## src/rtl/shapool_pkg.sv

```systemverilog
// shapool_pkg: shared job loader widths and FSM state encodings.
package shapool_pkg;
  localparam int JOB_BITS_DEF   = 352;
  localparam int DAISY_BITS_DEF = 8;
  typedef enum logic [1:0] {
    ST_IDLE = 2'd0,
    ST_LOAD = 2'd1,
    ST_FULL = 2'd2
  } state_t;
endpackage

```

## src/rtl/sync_edge.sv

```systemverilog
// sync_edge: 2-flop synchronizer; EDGE=1 outputs a one-cycle rising-edge pulse, EDGE=0 the synced level.
module sync_edge #(
  parameter bit EDGE = 1'b0
) (
  input  logic hwclk,
  input  logic reset_in,
  input  logic i_d,
  output logic o_q
);
  logic [2:0] r_sh;
  always_ff @(posedge hwclk or posedge reset_in)
    if (reset_in) r_sh <= '0;
    else r_sh <= {r_sh[1:0], i_d};
  assign o_q = EDGE ? (r_sh[1] & ~r_sh[2]) : r_sh[1];
endmodule

```

## src/rtl/job_loader.sv

```systemverilog
// job_loader: serial job + daisy-chain loader handing a full job frame to the core.
// Optional JOB_LOADER_PARITY_EN appends an even-parity bit to each job frame.
module job_loader import shapool_pkg::*; #(
  parameter int JOB_BITS   = JOB_BITS_DEF,
  parameter int DAISY_BITS = DAISY_BITS_DEF
) (
  input  logic                  hwclk,
  input  logic                  reset_in,
  input  logic                  data_clk,
  input  logic                  data_in,
  input  logic                  daisy_sel,
  input  logic                  daisy_in,
  output logic                  daisy_out,
  output logic [JOB_BITS-1:0]   job_data,
  output logic [DAISY_BITS-1:0] daisy_data,
  output logic                  job_valid,
  input  logic                  job_ready,
  output logic                  overrun,
  output logic                  parity_err
);
`ifdef JOB_LOADER_PARITY_EN
  localparam int FRAME = JOB_BITS + 1;
`else
  localparam int FRAME = JOB_BITS;
`endif
  localparam int CW = $clog2(FRAME + 1);
  logic w_tick, w_din, w_dsel, w_dain, w_jtick, w_dtick, w_last;
  state_t                r_state;
  logic [CW-1:0]         r_cnt;
  logic [JOB_BITS-1:0]   r_shift, r_job;
  logic [DAISY_BITS-1:0] r_daisy;
  logic                  r_dout, r_valid, r_ovr;
  sync_edge #(.EDGE(1'b1)) u_clk  (.hwclk(hwclk), .reset_in(reset_in), .i_d(data_clk),  .o_q(w_tick));
  sync_edge #(.EDGE(1'b0)) u_din  (.hwclk(hwclk), .reset_in(reset_in), .i_d(data_in),   .o_q(w_din));
  sync_edge #(.EDGE(1'b0)) u_dsel (.hwclk(hwclk), .reset_in(reset_in), .i_d(daisy_sel), .o_q(w_dsel));
  sync_edge #(.EDGE(1'b0)) u_dain (.hwclk(hwclk), .reset_in(reset_in), .i_d(daisy_in),  .o_q(w_dain));
  assign w_jtick = w_tick & ~w_dsel;
  assign w_dtick = w_tick & w_dsel;
  assign w_last  = r_cnt == CW'(FRAME - 1);
`ifdef JOB_LOADER_PARITY_EN
  logic r_par, r_perr;
  assign parity_err = r_perr;
`else
  assign parity_err = 1'b0;
`endif
  // Daisy ticks shift in every state; daisy_out carries the bit just pushed out of the MSB.
  always_ff @(posedge hwclk or posedge reset_in) begin
    if (reset_in) begin
      r_state <= ST_IDLE;
      r_cnt   <= '0;
      r_shift <= '0;
      r_job   <= '0;
      r_daisy <= '0;
      r_dout  <= 1'b0;
      r_valid <= 1'b0;
      r_ovr   <= 1'b0;
`ifdef JOB_LOADER_PARITY_EN
      r_par   <= 1'b0;
      r_perr  <= 1'b0;
`endif
    end else begin
      if (w_dtick) begin
        r_daisy <= {r_daisy[DAISY_BITS-2:0], w_dain};
        r_dout  <= r_daisy[DAISY_BITS-1];
      end
      case (r_state)
        ST_IDLE, ST_LOAD: if (w_jtick) begin
          r_cnt <= w_last ? '0 : r_cnt + 1'b1;
`ifdef JOB_LOADER_PARITY_EN
          r_par <= w_last ? 1'b0 : r_par ^ w_din;
          if (!w_last) begin
            r_shift <= {r_shift[JOB_BITS-2:0], w_din};
            r_state <= ST_LOAD;
          end else if (r_par ^ w_din) begin
            r_perr  <= 1'b1;
            r_state <= ST_IDLE;
          end else begin
            r_job   <= r_shift;
            r_valid <= 1'b1;
            r_state <= ST_FULL;
          end
`else
          r_shift <= {r_shift[JOB_BITS-2:0], w_din};
          if (w_last) begin
            r_job   <= {r_shift[JOB_BITS-2:0], w_din};
            r_valid <= 1'b1;
            r_state <= ST_FULL;
          end else r_state <= ST_LOAD;
`endif
        end
        ST_FULL: begin
          if (w_jtick) r_ovr <= 1'b1;
          if (job_ready) begin
            r_valid <= 1'b0;
            r_state <= ST_IDLE;
          end
        end
        default: r_state <= ST_IDLE;
      endcase
    end
  end
  assign daisy_out  = r_dout;
  assign job_data   = r_job;
  assign daisy_data = r_daisy;
  assign job_valid  = r_valid;
  assign overrun    = r_ovr;
endmodule

```

## config.mk

```make
export PLATFORM = sky130hd
export DESIGN_NAME = job_loader
export DESIGN_NICKNAME = d
export VERILOG_FILES = /design/src/rtl/shapool_pkg.sv /design/src/rtl/sync_edge.sv /design/src/rtl/job_loader.sv
export SDC_FILE = /design/constraint.sdc
export NUM_CORES = 1
export LEC_CHECK = 0
export BUFFER_PORTS_ARGS = -buffer_cell sky130_fd_sc_hd__buf_4
export CAP_MARGIN = 20
export CORE_ASPECT_RATIO = 1.75
export CORE_MARGIN = 2
export CORE_UTILIZATION = 35
export CTS_CLUSTER_DIAMETER = 150
export DETAILED_ROUTE_END_ITERATION = 8
export PLACE_DENSITY = 0.54
export SLEW_MARGIN = 30
export SYNTH_ARGS = -nofsm -noshare
export SYNTH_HDL_FRONTEND = slang
export SYNTH_SLANG_ARGS = --single-unit
```

## constraint.sdc

```tcl
create_clock -name hwclk -period 32 [get_ports hwclk]
set_input_delay 3.2 -clock hwclk [delete_from_list [all_inputs] [get_ports hwclk]]
set_output_delay 3.2 -clock hwclk [all_outputs]
set_load 0.1 [all_outputs]
```

Word-level counts from Yosys, hierarchy flattened
Index checks and enable logic that the tools add are counted.
{"block": "totals", "regBits": 734, "elab_cells": 41}
{"block": "op_classes", "mux": 9, "n_reduce_logical": 8, "bitwise": 5, "addsub": 1, "n_eq_ne": 6}
{"operator": "9-bit by 1-bit adder with 9-bit output (second input constant)", "n": 1}
{"operator": "9-bit equality test (second input constant)", "n": 1}
{"operator": "9-bit two-way mux", "n": 1}
{"operator": "2-bit two-way mux", "n": 3}
{"operator": "2-bit inequality test (second input constant)", "n": 3}
{"operator": "2-bit AND reduction", "n": 3}
{"operator": "2-bit case mux with 2 select lines", "n": 1}
{"operator": "4-bit AND reduction", "n": 1}
{"operator": "1-bit AND", "n": 3}
{"operator": "1-bit two-way mux", "n": 3}
{"operator": "3-bit AND reduction", "n": 1}
{"operator": "2-bit by 1-bit equality test with 1-bit output (second input constant)", "n": 1}
{"operator": "2-bit equality test (second input constant)", "n": 1}
{"operator": "2-bit zero test", "n": 1}
{"operator": "1-bit inverter", "n": 2}
{"operator": "1-bit case mux with 2 select lines", "n": 1}
{"operator": "2-bit nonzero test", "n": 1}
{"operator": "2-bit OR reduction", "n": 1}

Longest topological paths before layout
Gate-level depths: netlist (run 1).
{"block": "depth", "word_depth": 5, "mapped_depth": 8, "ltp_nobuf": 5}

By module
Synthesis (run 1) repeated with hierarchy kept, for this count alone.
{"block": "hier_totals", "cells_unflattened": 2324, "area_unflattened_um2": 27338.7}
{"mod": "job_loader", "area_per_inst_um2": 27084.7, "cells_each": 2310, "instances": 1, "seq_area_each_um2": 18142.4}
{"mod": "sync_edge (u_dain ...)", "area_per_inst_um2": 53.8, "cells_each": 3, "instances": 3, "seq_area_each_um2": 50.0}
{"mod": "sync_edge (u_clk)", "area_per_inst_um2": 92.6, "cells_each": 5, "instances": 1, "seq_area_each_um2": 75.1}

Worst setup path after synthesis (run 1)
No wires, ideal clock.
{"block": "synth_timing", "path_kind": "reg2out", "start": "reg r_daisy[0], in the netlist daisy_data[0]", "end": "out daisy_data[0]", "stages_incl_launch_ff": 1, "required_ns": 28.800, "t_arrival_ns": 0.906, "setup_slack_ns": 27.894, "path_cell_list": "dfrtp_1"}
{"item": "start, declared", "line_no": "job_loader.sv:31", "source": "logic [DAISY_BITS-1:0] r_daisy;"}
{"item": "start signal, assigned", "line_no": "job_loader.sv:63", "source": "r_daisy <= {r_daisy[DAISY_BITS-2:0], w_dain};"}
{"item": "end, declared", "line_no": "job_loader.sv:15", "source": "output logic [DAISY_BITS-1:0] daisy_data,"}
No word-level cell between the ends.

==> flow_summary.json, run 1 <==
{
  "status": "complete, no violations",
  "ctsResizeCount": 0,
  "finalSetupViolCount": 0,
  "vias": 17200,
  "clock_sinks": 734,
  "crit_path_max_fanout": 121,
  "worstMarginPinSlew_ns": 1.05,
  "final_layout_size_suffix_gt1_frac": 0.320,
  "drt-total-wl_um": 61700,
  "hp-class": "flop to flop",
  "ant_nets": 0,
  "core_area_um2": 77500,
  "post_cts_buffers": 0,
  "drc_errors": 0,
  "yosys_register_bits": 734,
  "grt_busiest_layer": "met2",
  "cp-start-kind": "input pin",
  "synth.net_count": 2328,
  "dieArea_um2": 80800,
  "async_reset_ff_frac": 1.00,
  "fin_skew_ns": 0.0245,
  "clk_pin_slew_ns": 0.06,
  "period_share": 0.196,
  "synth_edf_count": 0,
  "syn_avg_cell_area_um2": 11.8,
  "gp_congestion": 0.750,
  "grt_max_degree": 186,
  "seq_area_frac_synth": 0.669,
  "cts_max_level": 3,
  "grt_usage": 0.154,
  "endpoint_kind": "asynchronous set/reset pin",
  "synth_flop_cell": "dfrtp_1",
  "synthTopCellsByArea": "dfrtp_1 (67%), nand2_1 (15%), mux2_2 (12%)",
  "ios": 371,
  "synth_most_common_cell": "nand2_1",
  "n_fill_cell": 7307,
  "path_class": "input pin to asynchronous set/reset pin",
  "wl_per_cell_um": 16.5,
  "fmax_mhz": 159,
  "arrival_ns": 6.98,
  "grt_use_met2": 0.252,
  "drt_iter0_drc": 1158,
  "antenna_found_initial": 0,
  "cts_tree": "built",
  "dieHeight_um": 375,
  "grt.overflow.total": 0,
  "grt_pass1_vias": 18100,
  "p_per_area_nw_per_um2": 56.5,
  "clk_latency_ns": 0.66,
  "hpwlAfterDp_um": 38600,
  "finalPower_mw": 1.90,
  "netlist.area_leader.share": 0.669,
  "peakVddDrop_mv": 0.0395,
  "viasPerCell": 4.60,
  "rsz0062_at_grt": "no",
  "grt_use_met3": 0.0478,
  "timing.final.crit_period_ns": 6.28,
  "worst-r2r-setup-slack_ns": 28.65,
  "cts_buffers": 71,
  "finalMaxSlewViolations": 0,
  "leakagePower_nw": 18.9,
  "syn_inst": 2320,
  "ctsRootBufferMaster": "clkbuf_16",
  "yosysTopAreaCell": "dfrtp_1",
  "start_util": 0.354,
  "required_ns": 32.70,
  "hold_viol": 0,
  "diodes": 0,
  "io_buffers": 369,
  "syn_to_final_growth_pct": 22.6,
  "clockBufferDepth": 3,
  "final.setup.tns_ns": 0,
  "grt_first_pass_wirelength_um": 100000,
  "ctsHoldBuffers": 0,
  "ys_warn_count": 0,
  "drtPass1Iterations": 5,
  "die_x_um": 216,
  "synth.cell_area_um2": 27500,
  "relSlewSlack": 0.298,
  "synthTopCellsByCount": "nand2_1 (1064), dfrtp_1 (734), mux2_2 (303), clkbuf_1 (75), mux2_4 (58)",
  "nets": 2669,
  "grtUsageMet1": 0.193,
  "rows": 135,
  "ys_types": 34,
  "cap_violations": 0
}
## cell type report
cell class                 instances  area (um^2)  share of cell area
clock buffer                     104         2100              0.0625
tap                             1027         1280              0.0382
inverter                           2         15.0            0.000446
sequential                       734        18400               0.546
clock inverter                    26          327             0.00970
multi-input combinational       1464         8570               0.255
timing repair buffer             388         2990              0.0889
## cell families (layout without fill, tap and decap cells)
family                     Yosys count  after routing  share of synthesized area
other                                1              1                   0.000137
muxes                              361            361                      0.156
and+or+nand+nor                   1083           1083                      0.150
DFF                                734            734                      0.669
AOI/OAI and AO/OA                   15             15                    0.00333
adders and majority gates            1              1                   0.000455
buffers and inverters              122            520                     0.0202
xor gates and xnor gates             3              3                   0.000957
## registers in the layout (all words and copies together), names as in the netlist
name         count
daisy_data       8
daisy_out        1
job_data       352
job_valid        1
overrun          1
r_cnt            9
r_shift        351
r_state          2
u_clk.r_sh       3
u_dain.r_sh      2
u_din.r_sh       2
u_dsel.r_sh      2
## routing by layer
layer	wire length (um)	vias to the layer above
met3	4590	73
met1	26100	8688
met2	29700	396
met4	1350	0
li1	-	8053
met5	0	-
## worst paths after layout
kind | cells past startpoint | from | endpoint
worst max-delay path | 6 | reset_in | job_data[128]
worst min-delay path | 0 | u_clk.r_sh[0] | u_clk.r_sh[1]
worst max register to register | 7 | r_state[1] | r_shift[310]
worst min register to register | 0 | u_clk.r_sh[0] | u_clk.r_sh[1]
max in group hwclk | 1 | job_data[294] | job_data[294]
min in group asynchronous | 2 | reset_in | job_data[34]
## cell usage in the layout, fill, tap and decap left out, types with 3 or more instances in the layout
cell / Yosys / routed
nand2_1: 1064 / 1063
dfrtp_1: 734 / 734
buf_4: 1 / 378
mux2_2: 303 / 303
clkbuf_16: 0 / 73
mux2_4: 58 / 58
clkbuf_8: 0 / 16
clkbuf_1: 75 / 15
clkinv_2: 0 / 13
o21ai_0: 8 / 8
buf_6: 7 / 6
bufinv_16: 0 / 5
xnor2_1: 3 / 3
nor2_1: 3 / 3
buf_12: 0 / 3
## where the power goes
| part | switching [mW] | total [mW] | internal [mW] |
|---|---|---|---|
| sequential | 0.00788 | 0.946 | 0.938 |
| clock | 0.369 | 0.871 | 0.502 |
| combinational | 0.0701 | 0.0845 | 0.0144 |
## metrics by stage
step,setup WS (ns),area (um^2),std cells,utilization,hold WS (ns)
floorplan,8.21,27500,2320,-,0.331
global placement,24.36,31200,3614,0.402,0.335
detailed placement,24.21,31200,3614,0.402,0.335
CTS,24.97,33600,3744,0.434,0.351
global route,25.07,33700,3745,0.434,0.371
finish,25.72,33700,3745,0.434,0.346
## worst max-delay path: stages
cell and delay, ns:
buf_4 0.13, inv_8 0.56, buf_6 0.62, buf_4 0.75
buf_4 0.79, buf_6 0.66
Note: power is estimated with default switching activity, not from simulation.
==> inputs of run 2 (changes only) <==
PLACE_DENSITY = 0.56   (was 0.54)
clock period = 5.1 ns   (was 32 ns; I/O delays follow)
==> run 2 against run 1 <==
Power rose to 6.3 times the previous value. Flip-flop and latch count unchanged. Setup slack worse by 23 ns. Wire length about the same. Via count up 0.62%. Die area unchanged. Highest routed layer unchanged.
==> flow_summary.json, run 2 (same netlist as run 1, synthesis figures left out) <==
{
  "hp-class": "input pin to flop",
  "regArea_um2": 18400,
  "grt_max_degree": 183,
  "cts_max_level": 3,
  "p_per_area_nw_per_um2": 353,
  "final_cell_area_um2": 33900,
  "ios": 371,
  "wl_met1_um": 26400,
  "relSlewSlack": 0.396,
  "whs_ns": 0.0825,
  "fin_skew_ns": 0.0190,
  "start_util": 0.354,
  "clockBufferDepth": 3,
  "n_fill_cell": 7193,
  "syn_to_final_growth_pct": 23.3,
  "clk_pin_slew_ns": 0.06,
  "diodes": 0,
  "drtPass1Iterations": 4,
  "finalSetupViolCount": 0,
  "timing.final.crit_period_ns": 2.63,
  "final.setup.tns_ns": 0,
  "cp-start-kind": "flop",
  "top_layer_used": "met4",
  "leakagePower_nw": 19.0,
  "dieArea_um2": 80800,
  "rows": 135,
  "period_share": 0.516,
  "grt_usage": 0.155,
  "wl_met3_um": 4360,
  "drt_iter0_drc": 1154,
  "peakVddDrop_mv": 0.294,
  "finalPower_mw": 12.0,
  "rsz0062_at_grt": "no",
  "cts_buffers": 72,
  "crit_path_max_fanout": 42,
  "clock_sinks": 734,
  "viasPerCell": 4.61,
  "ant_nets": 0,
  "arrival_ns": 3.15,
  "grt_pass1_vias": 18000,
  "fmax_mhz": 380,
  "endpoint_kind": "flop",
  "vias": 17300,
  "reg2reg_depth": 6,
  "post_cts_buffers": 0,
  "drt-total-wl_um": 61700,
  "cap_violations": 0,
  "multi_input_area_um2": 8570,
  "io_buffers": 369,
  "holdPathStages": 2,
  "nets": 2683,
  "dieHeight_um": 375,
  "core_area_um2": 77500,
  "gp_congestion": 0.742,
  "worstMarginPinSlew_ns": 0.907,
  "layout_common_cells": "nand2_1 (1063), dfrtp_1 (734), buf_4 (382)",
  "largest_reg_flops": 352,
  "grt_first_pass_wirelength_um": 101000,
  "hold_viol": 0,
  "antenna_found_initial": 0,
  "path_class": "flop to flop",
  "drc_errors": 0,
  "final_core_util": 0.437,
  "cts_tree": "built",
  "wl_per_cell_um": 16.4,
  "dpl_cell_area_um2": 31400,
  "finalMaxSlewViolations": 0,
  "wl_met2_um": 29400,
  "final_common_cell": "nand2_1",
  "die_x_um": 216,
  "status": "complete, no violations",
  "clk_latency_ns": 0.65,
  "ctsRootBufferMaster": "clkbuf_16",
  "required_ns": 5.61,
  "final_layout_size_suffix_gt1_frac": 0.319,
  "hpwlAfterDp_um": 39000,
  "grt.overflow.total": 0
}
-- run 2: changes by cell type in the layout (fill, tap and decap cells not counted), moves of 3 or more --
cell           delta
dlygate4sd3_1     +4
buf_4             +4
clkbuf_1          +5
buf_6             -4
buf_12            +7
inv_6             +3
clkinv_2          -8
-- run 2: routing by layer --
layer,GRT usage,vias to the layer above
met2,0.248,386
li1,-,8120
met4,0.0586,0
met1,0.198,8736
met3,0.0470,74
met5,0,-
-- run 2: path summary, 6_finish.rpt --
check	end	start	slack (ns)
setup / recovery	job_data[83]	r_cnt[0]	2.47
max in group asynchronous	job_data[128]	reset_in	3.73
hold reg to reg	u_clk.r_sh[1]	u_clk.r_sh[0]	0.35
min in group asynchronous	r_shift[28]	reset_in	0.09
hold / removal	r_state[1]	job_ready	0.08
setup reg to reg	job_data[83]	r_cnt[0]	2.47
-- run 2: cell type report --
cell class | count | share of cell area
clock buffer | 108 | 0.0623
inverter | 2 | 0.000333
sequential | 734 | 0.543
timing repair buffer | 401 | 0.0949
clock inverter | 19 | 0.00902
tap | 1027 | 0.0380
multi-input combinational | 1464 | 0.253
-- run 2: per-stage QoR --
stage	cells	setup WS (ns)
finish	3755	2.47
global route	3755	2.32
CTS	3754	2.42
detailed placement	3623	2.46
global placement	3621	2.55
floorplan	2320	-5.47
-- run 2: repair_timing --
action,4_1_cts,5_1_grt
hold buffers,4,0
resized for setup,0,0
hold endpoints to repair,4,0
-- run 2: power breakdown --
group	switching, mW	internal, mW
Clock	2.29	3.19
Sequential	0.0541	5.88
Combinational	0.448	0.104
-- run 2: worst max-delay path: stages, from the launching register on --
cell and delay, ns:
dfrtp_1 0.41, ha_1 0.24, and4_1 0.26, and2_2 0.25
nand2_4 0.31, buf_4 0.60, mux2_2 0.41
